`config.mk`:
```
export PLATFORM = sky130hd
export DESIGN_NAME = uart_frame_loader
export DESIGN_NICKNAME = d
export VERILOG_FILES = /design/src/rtl/uart_frame_loader.sv
export SDC_FILE = /design/constraint.sdc
export NUM_CORES = 1
export LEC_CHECK = 0
export CORE_MARGIN = 5
export CORE_UTILIZATION = 41
export CTS_CLUSTER_DIAMETER = 150
export DETAILED_ROUTE_END_ITERATION = 12
export HOLD_SLACK_MARGIN = 0.05
export PLACE_DENSITY = 0.6
export RECOVER_POWER = 25
export SLEW_MARGIN = 20
export SYNTH_ARGS = -nofsm -noshare
export SYNTH_HDL_FRONTEND = slang
export SYNTH_SLANG_ARGS = --single-unit
```
`constraint.sdc`:
```
create_clock -name clk -period 4.2 [get_ports clk]
set_input_delay 0.42 -clock clk [delete_from_list [all_inputs] [get_ports clk]]
set_output_delay 0.42 -clock clk [all_outputs]
set_load 0.02 [all_outputs]
```
`src/rtl/uart_frame_loader.sv`:
```
// Assembles SYNC-framed, optionally checksummed payloads from a received byte stream and
// publishes each good frame as a flat bus with a one-cycle commit strobe.
module uart_frame_loader #(
    parameter int unsigned FRAME_BYTES    = 34,
    parameter logic [7:0]  SYNC_BYTE      = 8'hA5,
    parameter bit          CHECKSUM_EN    = 1'b1,
    parameter int unsigned TIMEOUT_CYCLES = 100000
) (
    input  logic                     clk,
    input  logic                     rstn,
    input  logic [7:0]               rx_data,
    input  logic                     rx_valid,
    output logic [8*FRAME_BYTES-1:0] params,
    output logic                     params_valid,
    output logic                     frame_error,
    output logic                     busy,
    output logic [7:0]               err_count
);

    localparam int unsigned IdxW = (FRAME_BYTES > 1) ? $clog2(FRAME_BYTES) : 1;
    localparam int unsigned PW   = 8 * FRAME_BYTES;

    typedef enum logic [1:0] {StIdle, StPayload, StCsum} state_e;

    state_e          state_q, state_d;
    logic [PW-1:0]   shadow_q, shadow_d;
    logic [PW-1:0]   params_q, params_d;
    logic [IdxW-1:0] idx_q, idx_d;
    logic [7:0]      sum_q, sum_d;
    logic [7:0]      err_q, err_d;
    logic [7:0]      csum;
    logic            pv_q, pv_d;
    logic            fe_q, fe_d;
    logic            timeout;

    if (TIMEOUT_CYCLES > 0) begin : g_timer
        localparam int unsigned TmrW = $clog2(TIMEOUT_CYCLES + 1);
        logic [TmrW-1:0] timer_q;

        // A byte on the expiry cycle wins over the abort.
        assign timeout = (state_q != StIdle) && !rx_valid &&
                         (timer_q == TmrW'(TIMEOUT_CYCLES - 1));

        always_ff @(posedge clk or negedge rstn) begin
            if (!rstn) begin
                timer_q <= '0;
            end else if (state_q == StIdle || rx_valid || timeout) begin
                timer_q <= '0;
            end else begin
                timer_q <= timer_q + 1'b1;
            end
        end
    end else begin : g_no_timer
        assign timeout = 1'b0;
    end

    assign csum = sum_q + rx_data;

    always_comb begin
        state_d  = state_q;
        shadow_d = shadow_q;
        params_d = params_q;
        idx_d    = idx_q;
        sum_d    = sum_q;
        pv_d     = 1'b0;
        fe_d     = 1'b0;
        unique case (state_q)
            StIdle: begin
                if (rx_valid && rx_data == SYNC_BYTE) begin
                    state_d = StPayload;
                    idx_d   = IdxW'(FRAME_BYTES - 1);
                    sum_d   = '0;
                end
            end
            StPayload: begin
                if (rx_valid) begin
                    for (int i = 0; i < int'(FRAME_BYTES); i++) begin
                        if (idx_q == IdxW'(i)) shadow_d[8*i +: 8] = rx_data;
                    end
                    sum_d = csum;
                    if (idx_q == '0) begin
                        if (CHECKSUM_EN) begin
                            state_d = StCsum;
                        end else begin
                            params_d = shadow_d;
                            pv_d     = 1'b1;
                            state_d  = StIdle;
                        end
                    end else begin
                        idx_d = idx_q - 1'b1;
                    end
                end else if (timeout) begin
                    state_d = StIdle;
                    fe_d    = 1'b1;
                end
            end
            StCsum: begin
                if (rx_valid) begin
                    state_d = StIdle;
                    if (csum == 8'h00) begin
                        params_d = shadow_q;
                        pv_d     = 1'b1;
                    end else begin
                        fe_d = 1'b1;
                    end
                end else if (timeout) begin
                    state_d = StIdle;
                    fe_d    = 1'b1;
                end
            end
            default: state_d = StIdle;
        endcase
        err_d = (fe_d && err_q != 8'hFF) ? err_q + 8'd1 : err_q;
    end

    always_ff @(posedge clk or negedge rstn) begin
        if (!rstn) begin
            state_q  <= StIdle;
            shadow_q <= '0;
            params_q <= '0;
            idx_q    <= '0;
            sum_q    <= '0;
            err_q    <= '0;
            pv_q     <= 1'b0;
            fe_q     <= 1'b0;
        end else begin
            state_q  <= state_d;
            shadow_q <= shadow_d;
            params_q <= params_d;
            idx_q    <= idx_d;
            sum_q    <= sum_d;
            err_q    <= err_d;
            pv_q     <= pv_d;
            fe_q     <= fe_d;
        end
    end

    assign params       = params_q;
    assign params_valid = pv_q;
    assign frame_error  = fe_q;
    assign busy         = (state_q != StIdle);
    assign err_count    = err_q;

endmodule

```
# ---- Word level (Yosys, flattened, before mapping)
# Cells that the tools add are included.
dict set report totals {
  inputBits 11
  regBits 587
  word_cells 160
}
dict set report classes {
  eq_ne 42
  n_reduce_logical 50
  add_sub_neg 4
  n_mux 22
}
# cell n
set op_table {}
lappend op_table {{$reduce_and 3->1} 36}
lappend op_table {{$eq 6x5->1 const B} 16}
lappend op_table {{$eq 6x4->1 const B} 8}
lappend op_table {{$eq 6x3->1 const B} 4}
lappend op_table {{$mux 6} 3}
lappend op_table {{$add 17x1->17 const B} 1}
lappend op_table {{$eq 17x17->1 const B} 1}
lappend op_table {{$mux 17} 1}
lappend op_table {{$mux 8} 2}
lappend op_table {{$pmux 8 s2} 1}
lappend op_table {{$eq 6x2->1 const B} 2}
lappend op_table {{$eq 6x6->1 const B} 2}
lappend op_table {{$pmux 6 s2} 1}
lappend op_table {{$mux 2} 5}
lappend op_table {{$add 8x1->8 const B} 1}
lappend op_table {{$add 8x8->8} 1}
lappend op_table {{$eq 8x8->1 const B} 1}
lappend op_table {{$logic_not 8->1} 1}
lappend op_table {{$ne 8x8->1 const B} 1}
lappend op_table {{$mux 1} 7}
lappend op_table {{$eq 6x1->1 const B} 1}
lappend op_table {{$logic_not 6->1} 1}
lappend op_table {{$pmux 2 s3} 1}
lappend op_table {{$sub 6x1->6 const B} 1}
lappend op_table {{13 further kinds} 19}

# ---- Logic depth before layout (Yosys ltp)
dict set report logic_depth {
  ltp_word 7
  depth_mapped 12
  ltp_nobuf 9
}

# ---- Least setup slack after synthesis
# Ideal clock, no wire load.
dict set report synth_timing {
  path_type {in2reg}
  from {input port rx_data[0]}
  to {register params_q[191] (netlist: params[191])}
  n_path_buf 3
  required_ns 4.073
  path_slack_ns 1.201
  cell_stages 11
  t_arrival_ns 2.871
  path_cell_list {ha_1 > fa_1 > xor2_1 > or3_1 > a221oi_1 > nand3_1 > nor3_2 > buf_2 > buf_6 > buf_8 > mux2_1}
}
dict set report synth_via {
  elab_chain_cells 3
}
# item line
set synth_rtl {}
lappend synth_rtl {{from (decl)} 11} ;# input logic [7:0] rx_data,
lappend synth_rtl {{$add 8x8->8} 57} ;# assign csum = sum_q + rx_data;
lappend synth_rtl {{$logic_not 8->1} 100} ;# if (csum == 8'h00) begin
lappend synth_rtl {{$reduce_and 3->1 (no line)} -}
lappend synth_rtl {{to (signal assigned)} 129} ;# params_q <= params_d;
lappend synth_rtl {{to (decl)} 27} ;# logic [PW-1:0] params_q, params_d;
# No other way between the ends.
# A chain may end at the register's enable or synchronous reset.

# ---- Worst setup path after layout
dict set report layout_timing {
  from {register sum_q[0]}
  to {register params_q[36] (netlist: params[36])}
}
dict set report layout_via {
  elab_chain_cells 3
}
# item line
set layout_rtl {}
lappend layout_rtl {{from (decl)} 29} ;# logic [7:0] sum_q, sum_d;
lappend layout_rtl {{from (signal assigned)} 131} ;# sum_q <= sum_d;
lappend layout_rtl {{$add 8x8->8} 57}
lappend layout_rtl {{$logic_not 8->1} 100}
lappend layout_rtl {{$reduce_and 3->1 (no line)} -}
# No other way between the ends.

==> results.py <==
metrics = {
    "status": {
        "run_status": "finished, violations left",
        "violations": "capacitance limit, slew limit",
    },
    "global_routing": {
        "grt_usage_pct": 18.3,
        "antenna_found_initial": 0,
        "grt_pass1_wl_um": 85800,
        "grt_pass1_vias": 13800,
        "grt_start_max_net_pins": 103,
        "grt.overflow.total": 0,
    },
    "floorplan": {
        "io_pins": 294,
        "die_height_um": 246,
        "row_count": 86,
        "die_area_um2": 60500,
        "start_util_pct": 41.4,
        "fp.dieW_um": 246,
        "core_area_um2": 55100,
    },
    "timing": {
        "setup_viol": 0,
        "finalCritPeriodShare_pct": 82.0,
        "period_minus_slack_ns": 3.45,
        "worstMarginPinSlew_ns": 2.56,
        "finalClockSkew_ns": 0.0220,
        "hold_viol": 0,
        "rsz0062_at_grt": "no",
        "hold_slack_ns": 0.281,
        "slew_headroom_pct": -70.7,
        "setup_tns_ns": 0,
        "final_max_slew_viol_count": 85,
        "fmax_mhz": 290,
    },
    "cells_and_area": {
        "stdcell_count": 2567,
        "final_nets": 1799,
        "antenna_cells": 0,
        "drive_above_1_share_pct": 32.8,
        "area_delta_synth_final_pct": 25.1,
    },
    "detailed_routing": {
        "vias": 13000,
        "routed_via_density": 5.06,
        "drt_iter0_markers": 622,
        "drcViolationCount": 0,
        "wirelength_um": 55400,
        "ant_nets": 0,
        "firstDrtPassIters": 4,
        "wire_per_inst_um": 21.6,
    },
    "clock_network": {
        "clk_pin_slew_worst_paths_ns": 0.06,
        "cts_buffers": 59,
        "cts_tree": "built",
        "h-tree-depth": 2,
        "worstSkewPairLatency_ns": 0.62,
        "cts_root_buf": "clkbuf_16",
        "clock_path_buffers": 3,
        "cts_resized": 0,
        "cts_sinks": 587,
    },
    "setup_path": {
        "worstSetupEndpointType": "flop",
        "start_kind": "flop",
        "r2r-start": "sum_q[0]",
        "critPathLaunch": "sum_q[0]",
        "path_max_fanout": 34,
        "crit_required_ns": 4.70,
        "cp.arrival_ns": 3.94,
        "worstSetupPathType": "flop to flop",
    },
    "yosys": {
        "synth_top_flop_cell": "dfrtp_1",
        "ys_types": 49,
        "ys_warn_count": 0,
        "ys_async_sr_fraction_pct": 100,
        "synth_area_um2": 22800,
        "synth_edf_count": 0,
        "synth-seq-cells": 587,
        "ys_seq_area_share_pct": 64.4,
        "synth_area_per_cell_um2": 15.6,
        "synthesis.nets": 1491,
        "synthCells": 1461,
    },
    "placement": {
        "place.port_buffers": 293,
        "dpl.cell_count": 2455,
        "place.gp.congestion": 0.752,
        "hpwl_um": 35100,
    },
    "pwr": {
        "pwr-share-seq_pct": 49.0,
        "p_leak_nw": 13.9,
        "irDropWorstVdd_v": 0.000516,
        "p_total_mw": 14.1,
        "switching_share_pct": 25.2,
        "internal_power_mw": 10.6,
        "p_sw_mw": 3.56,
        "p_per_area_nw_per_um2": 494,
        "combPwrFrac_pct": 12.8,
        "p_clk_share_pct": 38.2,
    },
    "worst_hold_path": {
        "hp-start": "rx_data[0]",
        "hp-class": "primary input to flop",
    },
    "job": {
        "drv_cap": 1,
    },
}
## power by group through the flow
stage          Clock, mW  Combinational (mW)  Sequential [mW]
6_report            5.38                1.81             6.92
5_1_grt             5.79                2.02             7.01
4_1_cts             5.55                1.84             6.92
3_5_place_dp           0                1.83             7.02
3_3_place_gp           0                1.77             6.97
2_1_floorplan          0                1.29             6.88
## metrics by stage
| stage | area, um^2 | worst slack [ns] | util, % |
|---|---|---|---|
| floorplan | 22800 | 1.20 | - |
| global placement | 26500 | 0.557 | 48.1 |
| detailed placement | 26500 | 0.547 | 48.1 |
| CTS | 28500 | 0.736 | 51.8 |
| global route | 28500 | 0.447 | 51.8 |
| finish | 28500 | 0.755 | 51.8 |
## final timing paths
path / endpoint / slack [ns] / cells past startpoint
worst max-delay path: params[36] / 0.75 / 11
worst min-delay path: sum_q[0] / 0.28 / 4
worst max register to register: params[36] / 0.75 / 11
worst min register to register: params[219] / 0.48 / 1
max in group asynchronous: params[178] / 1.03 / 3
min in group asynchronous: shadow_q[213] / 1.11 / 2
## per-layer routing
layer | GRT usage (%) | vias to the layer above | part of all wire, %
li1 | - | 5807 | -
met2 | 29.7 | 255 | 48
met3 | 3.46 | 64 | 4.1
met1 | 25.9 | 6868 | 47
met4 | 3.66 | 0 | 1.6
met5 | 0 | - | 0
## registers in the layout, summed over array words and instances, names as in the netlist
| register | count |
|---|---|
| sum_q | 8 |
| state_q | 2 |
| params | 272 |
| g_timer.timer_q | 17 |
| shadow_q | 272 |
| frame_error | 1 |
| params_valid | 1 |
| idx_q | 6 |
| err_count | 8 |
## area by class of cell
class / count / area, um^2
inverter: 7 / 26.3
clock buffer: 83 / 1660
clock inverter: 28 / 358
sequential: 587 / 14700
fill: 4738 / 26600
timing repair buffer: 317 / 3180
tap: 748 / 936
multi-input combinational: 797 / 7690
## cell usage after synthesis, drive strengths merged, types with 6 or more instances
library cell	n	area, um^2
a21oi	6	30.0
and3	11	68.8
buf	33	277
clkbuf	37	139
dfrtp	587	14700
ha	18	225
inv	7	26.3
mux2	544	6130
nand2	59	221
nand3	14	70.1
nand4	12	75.1
nor2	36	135
nor3	8	45.0
o21ai	17	85.1
xnor2	12	105
xor2	15	131
## repair_timing
| action | in CTS | in global routing |
|---|---|---|
| hold buffers | 1 | 0 |
| hold endpoints to repair | 82 | 0 |
| setup buffers | 0 | 0 |
## placed cells by master (no fill, tap or decap), types with 16 or more instances in the layout
master and instances:
ha_1 18, clkbuf_16 59, clkdlybuf4s50_1 284, nand2_1 59, mux2_1 80, o21ai_0 16, nor2_1 36, dfrtp_1 587
clkinv_2 17, mux2_2 464
## cell families after synthesis
| family | after synthesis | share of synthesized area [%] |
|---|---|---|
| flops | 587 | 64.4 |
| fa+ha+maj | 19 | 1.07 |
| mux | 544 | 26.9 |
| simple gates | 168 | 3.60 |
| compound gates | 39 | 1.11 |
| buf+inv | 77 | 1.94 |
| xor+xnor | 27 | 1.04 |
## critical path, stage by stage (launching register included)
cell and delay, ns:
dfrtp_1 0.38, ha_1 0.23, fa_1 0.43, a211oi_2 0.27, o21bai_1 0.12, a21oi_1 0.18, xor2_1 0.26, nand2_1 0.15
nor3_4 0.32, buf_12 0.16, buf_4 0.40, mux2_2 0.39
No activity file was read; power rests on OpenSTA's default activity.
